--- src/rtl/tx_fifo.sv ---
// rtl/tx_fifo.sv - transmit byte FIFO that feeds txshift one byte at a time
//
// Buffers bytes written on a single-cycle strobe and presents them to txshift
// one at a time, holding each byte until txshift reports completion.
//
// Ports:
//   i_Pclk       clock; all logic on the rising edge
//   i_Reset      asynchronous active-high reset
//   i_Wr_En      write strobe, one byte per cycle while high
//   i_Wr_Data    byte to enqueue
//   o_Full       FIFO holds DEPTH entries
//   o_Empty      FIFO holds no entries
//   o_Count      occupancy, 0..DEPTH
//   o_Overflow   sticky: a write was dropped because the FIFO was full
//   o_Tx_Enable  to txshift i_Enable
//   o_Tx_Data    to txshift i_Data
//   i_Tx_Pready  from txshift o_Pready; rising edge marks byte completion
//   o_Busy       feeder FSM is not idle
module tx_fifo #(
  parameter int DEPTH      = 8,
  parameter int ADDR_W     = 3,
  parameter int GAP_CYCLES = 1
) (
  input  logic              i_Pclk,
  input  logic              i_Reset,
  input  logic              i_Wr_En,
  input  logic [7:0]        i_Wr_Data,
  output logic              o_Full,
  output logic              o_Empty,
  output logic [ADDR_W:0]   o_Count,
  output logic              o_Overflow,
  output logic              o_Tx_Enable,
  output logic [7:0]        o_Tx_Data,
  input  logic              i_Tx_Pready,
  output logic              o_Busy
);

  typedef enum logic [1:0] {
    IDLE = 2'd0,
    SEND = 2'd1,
    GAP  = 2'd2
  } state_t;

  localparam logic [ADDR_W:0] DEPTH_C = (ADDR_W + 1)'(DEPTH);
  localparam logic [3:0]      GAP_LD  = 4'(GAP_CYCLES - 1);

  state_t            state, state_nxt;
  logic [7:0]        mem [DEPTH];
  logic [ADDR_W-1:0] wr_ptr, rd_ptr;
  logic [ADDR_W:0]   count, count_nxt;
  logic              full, empty, overflow;
  logic              p_prev;
  logic [3:0]        gap_cnt, gap_cnt_nxt;
  logic [7:0]        tx_data;
  logic              done, pop, push;

  // Completion is a rising edge of Pready; a level that is already high when
  // a byte is launched must go low and high again before it counts.
  assign done = i_Tx_Pready & ~p_prev;

  always_comb begin
    state_nxt   = state;
    gap_cnt_nxt = gap_cnt;
    pop         = 1'b0;
    case (state)
      IDLE: begin
        if (!empty) begin
          pop       = 1'b1;
          state_nxt = SEND;
        end
      end
      SEND: begin
        if (done) begin
          state_nxt   = GAP;
          gap_cnt_nxt = GAP_LD;
        end
      end
      GAP: begin
        if (gap_cnt == 4'd0) state_nxt = IDLE;
        else                 gap_cnt_nxt = gap_cnt - 4'd1;
      end
      default: state_nxt = IDLE;
    endcase
  end

  // A full FIFO still accepts a write when the head leaves on the same edge.
  // An empty FIFO never pops, so a write into it is stored, not bypassed.
  assign push = i_Wr_En & (~full | pop);

  always_comb begin
    count_nxt = count;
    case ({push, pop})
      2'b10:   count_nxt = count + 1'b1;
      2'b01:   count_nxt = count - 1'b1;
      default: count_nxt = count;
    endcase
  end

  always_ff @(posedge i_Pclk or posedge i_Reset) begin
    if (i_Reset) begin
      state   <= IDLE;
      gap_cnt <= 4'd0;
      p_prev  <= 1'b0;
    end else begin
      state   <= state_nxt;
      gap_cnt <= gap_cnt_nxt;
      p_prev  <= i_Tx_Pready;
    end
  end

  always_ff @(posedge i_Pclk or posedge i_Reset) begin
    if (i_Reset) begin
      wr_ptr   <= '0;
      rd_ptr   <= '0;
      count    <= '0;
      full     <= 1'b0;
      empty    <= 1'b1;
      overflow <= 1'b0;
      tx_data  <= 8'h00;
    end else begin
      if (push) wr_ptr <= wr_ptr + 1'b1;
      if (pop) begin
        rd_ptr  <= rd_ptr + 1'b1;
        tx_data <= mem[rd_ptr];
      end
      count <= count_nxt;
      full  <= (count_nxt == DEPTH_C);
      empty <= (count_nxt == '0);
      if (i_Wr_En && full && !pop) overflow <= 1'b1;
    end
  end

  // Storage has no reset; occupancy tracking alone decides what is valid.
  always_ff @(posedge i_Pclk) begin
    if (push) mem[wr_ptr] <= i_Wr_Data;
  end

  assign o_Full      = full;
  assign o_Empty     = empty;
  assign o_Count     = count;
  assign o_Overflow  = overflow;
  assign o_Tx_Enable = (state == SEND);
  assign o_Tx_Data   = tx_data;
  assign o_Busy      = (state != IDLE);

endmodule

--- config.mk ---
export PLATFORM = sky130hd
export DESIGN_NAME = tx_fifo
export DESIGN_NICKNAME = d
export VERILOG_FILES = /design/src/rtl/tx_fifo.sv
export SDC_FILE = /design/constraint.sdc
export NUM_CORES = 1
export LEC_CHECK = 0
export CAP_MARGIN = 20
export CORE_UTILIZATION = 45
export CTS_BUF_LIST = sky130_fd_sc_hd__clkbuf_4 sky130_fd_sc_hd__clkbuf_8
export DETAILED_ROUTE_END_ITERATION = 8
export GPL_TIMING_DRIVEN = 0
export HOLD_SLACK_MARGIN = 0.12
export PLACE_DENSITY = 0.72
export SLEW_MARGIN = 20
export SYNTH_ARGS = -nofsm -noshare
export SYNTH_HDL_FRONTEND = slang
export SYNTH_SLANG_ARGS = --single-unit
--- constraint.sdc ---
create_clock -name i_Pclk -period 2.6 [get_ports i_Pclk]
set_input_delay 0.39 -clock i_Pclk [delete_from_list [all_inputs] [get_ports i_Pclk]]
set_output_delay 0.39 -clock i_Pclk [all_outputs]
set_load 0.03 [all_outputs]
After elaboration in Yosys (flattened, before gate mapping)
Memories as Yosys holds them, arrays and structs flattened. A register that Yosys moved wholly into a read port is not among the register bits.
Cells that the tools add are included.
W data, S select, Z words.
{"block": "totals", "in_bits": 12, "reg_bits": 20, "elab_cells": 51, "output_inout_bits": 17, "mem_count": 1, "ramBits": 64}
{"name": "mem", "words": 8, "word_bits": 8, "read_ports": 1, "rd_ports_with_merged_regs": 1, "wr": 1, "line_no": "48", "source": "logic [7:0] mem [DEPTH];"}
{"block": "classes", "bitwise": 5, "n_mux": 12, "add_sub_neg": 5, "reduce_logical": 10, "n_eq_ne": 9}
{"cell": "$pmux W4 S2", "n": 2}
{"cell": "$logic_not A4 Y1", "n": 2}
{"cell": "$mux W4", "n": 2}
{"cell": "$sub A4 B1 Y4 const B", "n": 2}
{"cell": "$add A3 B1 Y3 const B", "n": 2}
{"cell": "$mux W2", "n": 3}
{"cell": "$ne A2 B2 Y1 const B", "n": 3}
{"cell": "$pmux W2 S3", "n": 1}
{"cell": "$reduce_and A3 Y1", "n": 2}
{"cell": "$add A4 B1 Y4 const B", "n": 1}
{"cell": "$eq A2 B1 Y1 const B", "n": 2}
{"cell": "$eq A2 B2 Y1 const B", "n": 2}
{"cell": "$eq A4 B4 Y1 const B", "n": 1}
{"cell": "$mux W1", "n": 4}
{"cell": "$reduce_bool A2 Y1", "n": 2}
{"cell": "$and A1 B1 Y1", "n": 2}
{"cell": "$logic_and A1 B1 Y1", "n": 2}
{"cell": "$logic_not A2 Y1", "n": 1}
{"cell": "$ne A2 B1 Y1 const B", "n": 1}
{"cell": "$not A1 Y1", "n": 2}
{"cell": "$logic_not A1 Y1", "n": 1}
{"cell": "$or A1 B1 Y1", "n": 1}

Depth between registers and ports, before layout
{"block": "logic_depth", "depth_word": 7, "depth_mapped": 10, "ltp_nobuf": 10}

Worst setup path after synthesis
OpenSTA, ideal clock, no wires.
{"block": "synth_path", "path_kind": "register to register", "from": "reg state[1]", "to": "reg full (netlist: o_Full)", "path_buffers": 0, "synth_period_minus_slack_ns": 2.485, "required_time_ns": 2.513, "t_arrival_ns": 2.399, "stages_incl_launch_ff": 11, "setup_ns": 0.087, "setup_slack_ns": 0.115, "cell_sequence": "dfrtp_1 > or3_4 > a21boi_4 > inv_2 > ha_1 > xor2_1 > ha_1 > a21oi_1 > xor2_1 > o41a_1 > a211oi_2"}
{"block": "synth_between", "elab_chain_len": 7, "word_cells_on_any_way": 8, "classes_between": "eq/ne (3); mux (2); bitwise (2); reduce/logical (1)"}
{"item": "from (decl)", "line_no": "47", "source": "state_t state, state_nxt;"}
{"item": "from (signal assigned)", "line_no": "105", "source": "state <= state_nxt;"}
{"item": "$logic_not A2 Y1 *", "line_no": "65", "source": "case (state)"}
{"item": "$mux W1 *", "line_no": "65"}
{"item": "$or A1 B1 Y1", "line_no": "88", "source": "assign push = i_Wr_En & (~full | pop);"}
{"item": "$and A1 B1 Y1", "line_no": "88"}
{"item": "$eq A2 B1 Y1 / $eq A2 B2 Y1 (equally long branches)", "line_no": "92", "source": "case ({push, pop})"}
{"item": "$pmux W4 S2 *", "line_no": "92"}
{"item": "$eq A4 B4 Y1 *", "line_no": "127", "source": "full <= (count_nxt == DEPTH_C);"}
{"item": "to (signal assigned)", "line_no": "127"}
{"item": "to (decl)", "line_no": "51", "source": "logic full, empty, overflow;"}
Mark *: on every way between the ends. The rest lies on a longest branch, timed or not.
A chain may end at the register's enable or synchronous reset.

Final worst setup path
{"block": "layout_path", "from": "reg state[1]", "to": "reg empty (netlist: o_Empty)"}
{"block": "layout_between", "elab_chain_len": 7, "word_cells_on_any_way": 8, "classes_between": "eq/ne (2); mux (2); bitwise (2); reduce/logical (2)"}
{"item": "$logic_not A2 Y1 *", "line_no": "65"}
{"item": "$mux W1 *", "line_no": "65"}
{"item": "named net pop", "line_no": "55", "source": "logic done, pop, push;"}
{"item": "$or A1 B1 Y1", "line_no": "88"}
{"item": "$and A1 B1 Y1", "line_no": "88"}
{"item": "$eq A2 B1 Y1 / $eq A2 B2 Y1 (equally long branches)", "line_no": "92"}
{"item": "$pmux W4 S2 *", "line_no": "92"}
{"item": "$logic_not A4 Y1 *", "line_no": "128", "source": "empty <= (count_nxt == '0);"}
{"item": "to (signal assigned)", "line_no": "128"}
{"item": "to (decl)", "line_no": "51"}
Mark *: on every way through the listed nets, which the timed path passes. The rest lies on a longest branch.

==> results.tsv <==
metric	value	unit
Sink Count	92	
pwr dens	1186	mW/mm²
Slew @ Worst Pin	0.9268	ns
gr ovfl total	0	
hold crit path type	input pin to asynchronous set/reset pin	
Worst EP arrival	2.77	ns
iteration count of the initial detailed-routing pass	4	
Mapped Area	0.003822	mm²
DRT Wirelength	6758	µm
Post-CTS Hold Buffers	0	
# rows	33	
most common flop cell mapped by yosys	edfxtp_1	
total track usage	16.93	%
Chip Width	94.17	µm
critical path endpoint category	flop	
total vias in the final route	2084	
Final WS setup	0.1126	ns
core outline area	0.008217	mm²
hpwl dp	4374	µm
Distinct cells, synth	43	
total die area	0.008867	mm²
CP peak stage delay	0.42	ns
clk_lat worst skew	0.37	ns
worst-path cell chain	or3_4 -> buf_4 -> inv_2 -> ha_4 -> xor2_1 -> ha_2 -> a21oi_4 -> xor2_2 -> o41a_1 -> nor4_2	
peak supply drop	0.3778	mV
n_diodes	0	
cells after synthesis	232	
Setup Crit Path Kind	flop to flop	
Leakage	1.632	nW
R2R Path Start	state[1]$_DFFE_PP0P_	
# setup viols final	0	
vias in the first global route	1994	
minimum clock period	2.487	ns
Max-Cap Viols	0	
fraction of layout cells with a size suffix above 1	21.51	%
critical path startpoint	state[1]$_DFFE_PP0P_	
Max Buffers Root-to-Sink	2	
gp weighted congestion	0.7740	
Synth warnings	0	
setup TNS	0	ns
Seq cells post-synth	92	
antenna viol nets, final	0	
Nets	292	
Max-slew headroom	37.98	%
Fin. Hold Viols	0	
Iteration-0 DRC Markers	102	
Syn Area/Cell	16.48	µm²
status	finished, final reports clean	
Die Y	94.17	µm
Vias/cell	5.427	
Clock transition at path regs	0.10	ns
CTS root buf	clkbuf_8	
DRC	0	
Inserted Clock Buffers	9	
Slew Limit Fails	0	
DP Cell Count	365	
largest net degree at the start of global routing	29	
first-pass GRT wire length	10580	µm
fin crit share	95.67	%
syn nets	250	
Starting Density	46.52	%
H-tree level count	3	
I/O Buffers	28	
non-filler instance count after layout	384	
pre-CTS WS	-0.09373	ns
Post-synth EDFFs	64	
io pins	29	
initial antenna violation count	0	
WP data required	2.88	ns
Layout area overhead	17.64	%
Startpoint Class	flop	
async set-or-reset flop fraction in the synthesized netlist	30.43	%
CTS tree	yes	
register area share after synthesis	68.64	%
Clock Skews	0.01040	ns
crit-path max FO	5	
cells on worst reg2reg path	10	
Critical-path top delay cell	dfrtp_1	
wire per inst	17.60	µm
Achievable Freq	0.4020	GHz
[registers in the layout, indices dropped and copies added (netlist names)]
name and flops:
o_Overflow 1, o_Tx_Data 8, gap_cnt 4, wr_ptr 3, state 2, o_Count 4
p_prev 1, o_Empty 1, mem 64, rd_ptr 3, o_Full 1
[metrics by stage]
step | cell area (µm²) | utilization [%] | power, mW | hold slack [ns]
floorplan | 3822 | - | 3.693 | 0.4214
global placement | 4234 | 51.53 | 4.271 | 0.4499
detailed placement | 4234 | 51.53 | 4.351 | 0.4600
CTS | 4447 | 54.12 | 5.293 | 0.4835
global route | 4497 | 54.73 | 5.652 | 0.4431
finish | 4497 | 54.73 | 5.335 | 0.3909
[critical path: cells and delay by family, from the launching register on]
family | cells | cell delay, ns
simple gates | 2 | 0.56
flops | 1 | 0.42
fa+ha+maj | 2 | 0.42
compound gates | 2 | 0.41
xor+xnor | 2 | 0.35
buf+inv | 2 | 0.24
[final cells by class]
type                            instances  area (µm²)
Fill cell                             663        3720
Sequential cell                        92        2624
Multi-Input combinational cell        123        1142
Timing Repair Buffer                   31       302.8
Tap cell                              105       131.4
Clock buffer                            9       123.9
Clock inverter                          7       81.33
Buffer                                  9       61.31
Inverter                                8       30.03
[synth_stat cells (all sizes together), types with 2 or more instances]
library cell	instances	area share, %
edfxtp	64	50
nand2b	5	0.82
clkbuf	4	0.43
o211ai	2	0.39
o21ai	11	1.4
nand3b	2	0.39
buf	5	1.1
and2b	2	0.39
dfrtp	27	18
mux4	16	9.4
inv	8	0.79
nor3	4	0.79
mux2i	10	2.6
nor2b	2	0.33
ha	6	2.0
xor2	5	1.1
nor2	11	1.1
nand2	25	2.5
xnor2	4	0.92
[path summary, 6_finish.rpt]
check                                              end  slack [ns]
min in group i_Pclk             o_Overflow$_DFFE_PP0P_        0.49
worst min register to register  o_Overflow$_DFFE_PP0P_        0.49
worst min-delay path              o_Count[3]$_DFF_PP0_        0.39
worst max-delay path                 o_Empty$_DFF_PP1_        0.11
max in group asynchronous        rd_ptr[0]$_DFFE_PP0P_        1.83
worst max register to register       o_Empty$_DFF_PP1_        0.11
[power by group]
| part | switching, mW | internal [mW] | total [mW] |
|---|---|---|---|
| clock network | 0.571 | 0.382 | 0.952 |
| logic | 1.23 | 1.01 | 2.24 |
| registers | 0.212 | 1.93 | 2.14 |
[routing by layer]
| layer | global-route usage [%] | part of all wire (%) | up-vias |
|---|---|---|---|
| met5 | 0 | 0 | - |
| met4 | 7.949 | 2.0 | 0 |
| met3 | 4.126 | 3.4 | 11 |
| met2 | 26.57 | 48 | 49 |
| met1 | 22.14 | 46 | 1061 |
| li1 | - | - | 963 |
[layout by cell type (no fill, tap or decap), drive strengths merged, types with 2 or more instances in the layout]
cell           synthesis  routed
and2b                  2       2
buf                    5       8
clkbuf                 4      13
clkdlybuf4s50          0      28
clkinv                 0       5
dfrtp                 27      27
edfxtp                64      64
ha                     6       6
inv                    8      10
mux2i                 10      10
mux4                  16      16
nand2                 25      25
nand2b                 5       5
nand3b                 2       2
nor2                  11      11
nor2b                  2       2
nor3                   4       4
o211ai                 2       2
o21ai                 11      11
xnor2                  4       4
xor2                   5       5
[cells by family after synthesis]
kind of cell,after synthesis,synth area share (%)
buffers and inverters,17,2.357
adders and majority gates,6,1.964
muxes,27,12.34
AOI/OAI and AO/OA,24,4.910
DFF,92,68.64
xor gates and xnor gates,9,2.062
and+or+nand+nor,57,7.725
[timing repair]
action	4_1_cts	5_1_grt
gates resized for setup	0	8
pin swaps	1	0
setup endpoints to repair	2	3
buffers inserted	1	2
(Power assumes the default switching activity.)
